[src/rtl/alu_arbiter_pkg.sv]
// -----------------------------------------------------------------------------
// alu_arbiter_pkg : shared widths and FSM encoding for the ALU arbiter.
// Rev 1.0
// -----------------------------------------------------------------------------
`default_nettype none

package alu_arbiter_pkg;

  localparam int DATA_W = 32;
  localparam int OP_W   = 3;
  localparam int CNT_W  = 16;

  typedef enum logic [1:0] {
    ST_IDLE = 2'd0,
    ST_EXEC = 2'd1,
    ST_RESP = 2'd2
  } state_e;

endpackage : alu_arbiter_pkg

`default_nettype wire

[src/rtl/alu_arbiter_rr_picker.sv]
// -----------------------------------------------------------------------------
// rr_picker : combinational round-robin winner selection, scanning from ptr_i.
// Rev 1.0
// -----------------------------------------------------------------------------
`default_nettype none

module rr_picker
  import alu_arbiter_pkg::*;
#(
  parameter int NREQ = 2,
  parameter int IDW  = 2
) (
  input  logic [NREQ-1:0] valid_i,
  input  logic [IDW-1:0]  ptr_i,
  output logic [NREQ-1:0] grant_o,
  output logic [IDW-1:0]  idx_o,
  output logic            any_o
);

  // Offset k visits requester (ptr+k) mod NREQ; the first valid one wins.
  always_comb begin
    grant_o = '0;
    idx_o   = '0;
    any_o   = 1'b0;
    for (int k = 0; k < NREQ; k++) begin
      for (int i = 0; i < NREQ; i++) begin
        if (!any_o && valid_i[i] && (((int'(ptr_i) + k) % NREQ) == i)) begin
          grant_o[i] = 1'b1;
          idx_o      = IDW'(i);
          any_o      = 1'b1;
        end
      end
    end
  end

endmodule : rr_picker

`default_nettype wire

[src/rtl/alu_arbiter.sv]
// -----------------------------------------------------------------------------
// alu_arbiter : shares one combinational ALU between NREQ requesters (IDLE/EXEC/RESP).
// Optional macro ALU_ARBITER_STATS_EN adds saturating per-requester grant counters.
// Rev 1.0
// -----------------------------------------------------------------------------
`default_nettype none

module alu_arbiter
  import alu_arbiter_pkg::*;
#(
  parameter int NREQ = 2,
  parameter int IDW  = 2
) (
  input  logic                   ALU_ARBITER_clk_xi,
  input  logic                   ALU_ARBITER_rst_xi,
  input  logic [NREQ-1:0]        ALU_ARBITER_req_valid_xi,
  output logic [NREQ-1:0]        ALU_ARBITER_req_ready_xo,
  input  logic [DATA_W*NREQ-1:0] ALU_ARBITER_req_A_xi,
  input  logic [DATA_W*NREQ-1:0] ALU_ARBITER_req_B_xi,
  input  logic [OP_W*NREQ-1:0]   ALU_ARBITER_req_OP_xi,
  output logic [DATA_W-1:0]      ALU_ARBITER_ALU_A_xo,
  output logic [DATA_W-1:0]      ALU_ARBITER_ALU_B_xo,
  output logic [OP_W-1:0]        ALU_ARBITER_ALU_OP_xo,
  input  logic [DATA_W-1:0]      ALU_ARBITER_ALU_F_xi,
  input  logic                   ALU_ARBITER_ALU_ZF_xi,
  input  logic                   ALU_ARBITER_ALU_OF_xi,
  output logic                   ALU_ARBITER_resp_valid_xo,
  input  logic                   ALU_ARBITER_resp_ready_xi,
  output logic [IDW-1:0]         ALU_ARBITER_resp_id_xo,
  output logic [DATA_W-1:0]      ALU_ARBITER_resp_F_xo,
  output logic                   ALU_ARBITER_resp_ZF_xo,
  output logic                   ALU_ARBITER_resp_OF_xo,
`ifdef ALU_ARBITER_STATS_EN
  output logic [CNT_W*NREQ-1:0]  ALU_ARBITER_grant_cnt_xo,
`endif
  output logic                   ALU_ARBITER_busy_xo
);

  state_e              state_q;
  logic [IDW-1:0]      ptr_q;
  logic [IDW-1:0]      ptr_d;
  logic [DATA_W-1:0]   a_q;
  logic [DATA_W-1:0]   b_q;
  logic [OP_W-1:0]     op_q;
  logic [IDW-1:0]      id_q;
  logic [IDW-1:0]      resp_id_q;
  logic [DATA_W-1:0]   f_q;
  logic                zf_q;
  logic                of_q;

  logic [NREQ-1:0]     w_grant;
  logic [IDW-1:0]      w_win_idx;
  logic                w_any;
  logic                w_hs;
  logic [DATA_W-1:0]   w_sel_a;
  logic [DATA_W-1:0]   w_sel_b;
  logic [OP_W-1:0]     w_sel_op;

  rr_picker #(
    .NREQ (NREQ),
    .IDW  (IDW)
  ) u_picker (
    .valid_i (ALU_ARBITER_req_valid_xi),
    .ptr_i   (ptr_q),
    .grant_o (w_grant),
    .idx_o   (w_win_idx),
    .any_o   (w_any)
  );

  assign w_hs  = (state_q == ST_IDLE) && w_any;
  assign ptr_d = (w_win_idx == IDW'(NREQ - 1)) ? '0 : w_win_idx + IDW'(1);

  always_comb begin
    w_sel_a  = '0;
    w_sel_b  = '0;
    w_sel_op = '0;
    for (int i = 0; i < NREQ; i++) begin
      if (w_grant[i]) begin
        w_sel_a  = ALU_ARBITER_req_A_xi[DATA_W*i +: DATA_W];
        w_sel_b  = ALU_ARBITER_req_B_xi[DATA_W*i +: DATA_W];
        w_sel_op = ALU_ARBITER_req_OP_xi[OP_W*i +: OP_W];
      end
    end
  end

  always_ff @(posedge ALU_ARBITER_clk_xi) begin
    if (ALU_ARBITER_rst_xi) begin
      state_q   <= ST_IDLE;
      ptr_q     <= '0;
      a_q       <= '0;
      b_q       <= '0;
      op_q      <= '0;
      id_q      <= '0;
      resp_id_q <= '0;
      f_q       <= '0;
      zf_q      <= 1'b0;
      of_q      <= 1'b0;
    end else begin
      case (state_q)
        ST_IDLE: begin
          if (w_any) begin
            a_q     <= w_sel_a;
            b_q     <= w_sel_b;
            op_q    <= w_sel_op;
            id_q    <= w_win_idx;
            ptr_q   <= ptr_d;
            state_q <= ST_EXEC;
          end
        end
        ST_EXEC: begin
          // Response registers only change here, so they hold through RESP.
          resp_id_q <= id_q;
          f_q       <= ALU_ARBITER_ALU_F_xi;
          zf_q      <= ALU_ARBITER_ALU_ZF_xi;
          of_q      <= ALU_ARBITER_ALU_OF_xi;
          state_q   <= ST_RESP;
        end
        ST_RESP: begin
          if (ALU_ARBITER_resp_ready_xi) begin
            state_q <= ST_IDLE;
          end
        end
        default: state_q <= ST_IDLE;
      endcase
    end
  end

  assign ALU_ARBITER_req_ready_xo  = (state_q == ST_IDLE) ? w_grant : '0;
  assign ALU_ARBITER_ALU_A_xo      = a_q;
  assign ALU_ARBITER_ALU_B_xo      = b_q;
  assign ALU_ARBITER_ALU_OP_xo     = op_q;
  assign ALU_ARBITER_resp_valid_xo = (state_q == ST_RESP);
  assign ALU_ARBITER_resp_id_xo    = resp_id_q;
  assign ALU_ARBITER_resp_F_xo     = f_q;
  assign ALU_ARBITER_resp_ZF_xo    = zf_q;
  assign ALU_ARBITER_resp_OF_xo    = of_q;
  assign ALU_ARBITER_busy_xo       = (state_q != ST_IDLE);

`ifdef ALU_ARBITER_STATS_EN
  for (genvar g = 0; g < NREQ; g++) begin : g_cnt
    logic [CNT_W-1:0] cnt_q;

    always_ff @(posedge ALU_ARBITER_clk_xi) begin
      if (ALU_ARBITER_rst_xi) begin
        cnt_q <= '0;
      end else if (w_hs && w_grant[g] && (cnt_q != '1)) begin
        cnt_q <= cnt_q + CNT_W'(1);
      end
    end

    assign ALU_ARBITER_grant_cnt_xo[CNT_W*g +: CNT_W] = cnt_q;
  end
`endif

endmodule : alu_arbiter

`default_nettype wire
[config.mk]
export PLATFORM = sky130hd
export DESIGN_NAME = alu_arbiter
export DESIGN_NICKNAME = d
export VERILOG_FILES = /design/src/rtl/alu_arbiter_pkg.sv /design/src/rtl/alu_arbiter_rr_picker.sv /design/src/rtl/alu_arbiter.sv
export SDC_FILE = /design/constraint.sdc
export NUM_CORES = 1
export LEC_CHECK = 0
export BUFFER_PORTS_ARGS = -buffer_cell sky130_fd_sc_hd__buf_4
export CAP_MARGIN = 25
export CELL_PAD_IN_SITES_DETAIL_PLACEMENT = 0
export CELL_PAD_IN_SITES_GLOBAL_PLACEMENT = 1
export CORE_UTILIZATION = 26
export CTS_CLUSTER_SIZE = 14
export DETAILED_ROUTE_END_ITERATION = 16
export GPL_TIMING_DRIVEN = 0
export PLACE_DENSITY = 0.87
export SYNTH_ARGS = -nofsm -noshare
export SYNTH_HDL_FRONTEND = slang
export SYNTH_SLANG_ARGS = --single-unit
export TNS_END_PERCENT = 50
[constraint.sdc]
create_clock -name ALU_ARBITER_clk_xi -period 1.4 [get_ports ALU_ARBITER_clk_xi]
set_input_delay 0.21 -clock ALU_ARBITER_clk_xi [delete_from_list [all_inputs] [get_ports ALU_ARBITER_clk_xi]]
set_output_delay 0.21 -clock ALU_ARBITER_clk_xi [all_outputs]
set_load 0.01 [all_outputs]
==> impl_metrics.env <==
export IMPL_reg2reg_depth=6
export IMPL_setup_viol=3
export IMPL_drt_pass1_iter_count=4
export IMPL_cpMostUsedCell="buf_6"
export IMPL_fin_skew_ns=0.0140
export IMPL_drt_wl_total_mm=18.4
export IMPL_rr_endpoint="ALU_ARBITER_ALU_A_xo[22]$_SDFFE_PP0P_"
export IMPL_post_place_ws_ns=-0.602
export IMPL_min_to="ALU_ARBITER_resp_F_xo[5]$_SDFFE_PP0N_"
export IMPL_crit_start="state_q[1]$_SDFFE_PP0P_"
export IMPL_post_route_period_util=1.12
export IMPL_placed_cells=1061
export IMPL_postSynthCellCount=564
export IMPL_layout_setup_ws_ns=-0.161
export IMPL_ios=280
export IMPL_cp_required_ns=1.19
export IMPL_hold_class="input pin to register"
export IMPL_drive_gt1_frac=0.420
export IMPL_path_class="register to output port"
export IMPL_power_w=0.00840
export IMPL_rows=47
export IMPL_min_from="ALU_ARBITER_ALU_F_xi[5]"
export IMPL_ys_seq_area_frac=0.483
export IMPL_netlist_area_um2=4390
export IMPL_synth_top_area_frac=0.483
export IMPL_cp_max_fo=6
export IMPL_layout_nets=1043
export IMPL_cts_max_level=3
export IMPL_synth_warnings=0
export IMPL_vdd_ir_drop_worst_mv=0.583
export IMPL_cp_end_kind="output port"
export IMPL_synth_area_leaders="dfxtp_1 48%, nand3_1 15%, a31oi_1 9.5%"
export IMPL_wl_per_cell_um=16.9
export IMPL_period_needed_ns=1.56
export IMPL_core_region_area_um2=16500
export IMPL_gp_congestion=0.838
export IMPL_syn_avg_cell_area_um2=7.78
export IMPL_worstPathCellList="nor3b_4 > buf_6 > and2_4 > buf_6"
export IMPL_arrival_ns=1.35
export IMPL_clockBufferDepth=2
export IMPL_synth_flop_cell="dfxtp_1"
export IMPL_die_w_um=132
export IMPL_synth_edf_count=0
export IMPL_startpoint_type="register"
export IMPL_violations="setup timing"
export IMPL_synthArstFlopShare=0
export IMPL_viasPerCell=4.94
export IMPL_antenna_found_initial=1
export IMPL_clk_latency_ns=0.35
export IMPL_report_final_slew_viol_count=0
export IMPL_gr_total_overflow=0
export IMPL_synth_largest_area_cell="dfxtp_1"
export IMPL_tightest_slew_ns=0.542
export IMPL_synth_cell_type_count=23
export IMPL_via_count=5408
export IMPL_die_y_um=132
export IMPL_post_dp_cell_area_um2=6740
export IMPL_drt_iter0_markers=252
export IMPL_post_route_drc_count=0
export IMPL_n_antenna_cell=0
export IMPL_fin_cells=1094
export IMPL_p_leak_nw=3.24
export IMPL_syn_num_nets=737
export IMPL_fin_area_um2=7530
export IMPL_cpMaxStageDelayCell="dfxtp_4"
export IMPL_clock_sinks=106
export IMPL_max_freq_mhz=641
export IMPL_hold_viol=0
export IMPL_grt_pass1_wl_mm=28.4
export IMPL_yosysMostFrequentCell="nand3_1"
export IMPL_fin_hold_ws_ns=0.106
export IMPL_synth_seq_cells=106
export IMPL_start_util=0.266
export IMPL_fill_cells=1692
export IMPL_hold_buffers=0
export IMPL_rsz0062_at_grt="yes"
export IMPL_clkTransAtPathRegs_ns=0.07
export IMPL_hold_depth=3
export IMPL_hpwl_mm=13.4
export IMPL_port_buffers=277
export IMPL_slew_headroom=0.639
export IMPL_cts_tree="yes"
export IMPL_grtUsageTotal=0.207
export IMPL_grt_pass1_vias=5360
export IMPL_rrSetupSlack_ns=0
export IMPL_die_area_um2=17400
export IMPL_r2r_start="state_q[1]$_SDFFE_PP0P_"
export IMPL_ant_nets=0
export IMPL_ys_top_cells_by_count="134 x nand3_1, 106 x dfxtp_1, 72 x nand2_1, 67 x a31oi_1, 66 x o21ai_0"
export IMPL_cts_buffers=9
export IMPL_powerDensity_nw_per_um2=1120
export IMPL_status="finished, violations left"
export IMPL_areaGrowthSynthToFinish_pct=71.6
export IMPL_root_buffer="clkbuf_16"
export IMPL_grt_max_degree=17
export IMPL_cp_slowest_stage_delay_ns=0.38
export IMPL_maxCapViolCount=0
[routing by layer]
layer	wire, um	part of all wire	GRT usage
met5	9	0.00049	0
met3	1620	0.088	0.0780
met1	7740	0.42	0.247
met2	8700	0.47	0.346
met4	382	0.021	0.0588
[report_power, final]
group | internal, W | leakage [nW] | switching (W)
combinational | 0.00118 | 2.22 | 0.00109
clock | 0.00156 | 0.145 | 0.00114
sequential | 0.00328 | 0.873 | 0.000151
[critical path, delay by kind of cell (launching register included)]
kind          cells  cell delay [ns]
simple gates      2             0.38
buf+inv           2             0.25
flops             1             0.38
[stage by stage]
| step | util | setup TNS, ns |
|---|---|---|
| final | 0.456 | -0.413 |
| after detailed placement | 0.408 | -37.63 |
| after global routing | 0.456 | -4.21 |
| after floorplan | - | 0 |
| after CTS | 0.449 | -0.604 |
| after global placement | 0.408 | -37.58 |
[cell usage in the layout (no fill, tap or decap), types with 3 or more instances in the layout]
cell,n
buf_4,299
nand3_1,133
dfxtp_1,103
nand2_1,70
a31oi_1,67
o21ai_1,66
a21oi_1,37
clkbuf_1,21
clkbuf_16,13
clkbuf_2,8
buf_6,7
buf_8,5
clkbuf_8,5
buf_2,5
clkbuf_4,5
dfxtp_4,3
[repair_timing]
action | 4_1_cts | 5_1_grt
setup endpoints to repair | 83 | 98
pin swaps | 7 | 3
setup buffers | 16 | 5
cloned | 0 | 1
gates resized for setup | 147 | 36
[layout make-up]
class	instances	area [um^2]	area share
Buffer	61	499	0.0663
Multi-Input combinational cell	392	2030	0.269
Timing Repair Buffer	299	2290	0.303
Clock buffer	10	229	0.0304
Inverter	1	3.75	0.000498
Clock inverter	5	80.1	0.0106
Tap cell	220	275	0.0365
Sequential cell	106	2130	0.283
[cell families (layout without fill, tap and decap cells)]
family | count (synthesis) | after routing | share of synthesized area
AO/OA/AOI/OAI | 173 | 173 | 0.217
AND/OR/NAND/NOR | 218 | 218 | 0.233
flip-flops | 106 | 106 | 0.483
other | 1 | 1 | 0.000854
buffers and inverters | 66 | 376 | 0.0653
[worst max path at each step]
stage / to / slack [ns] / depth (start not counted)
after floorplan: ALU_ARBITER_req_ready_xo[0] / 0.01 / 4
after global placement: ALU_ARBITER_req_ready_xo[0] / -0.60 / 5
after detailed placement: ALU_ARBITER_req_ready_xo[0] / -0.60 / 5
after CTS: ALU_ARBITER_req_ready_xo[1] / -0.22 / 7
after global routing: ALU_ARBITER_req_ready_xo[1] / -0.20 / 5
final: ALU_ARBITER_req_ready_xo[0] / -0.16 / 4
[state kept, by name, summed over array words and instances, names as in the netlist]
register	flops
ALU_ARBITER_ALU_B_xo	32
ptr_q	1
state_q	2
ALU_ARBITER_resp_ZF_xo	1
ALU_ARBITER_resp_id_xo	1
id_q	1
ALU_ARBITER_resp_F_xo	32
ALU_ARBITER_ALU_A_xo	32
ALU_ARBITER_ALU_OP_xo	3
ALU_ARBITER_resp_OF_xo	1
No activity file was read; power rests on OpenSTA's default activity.
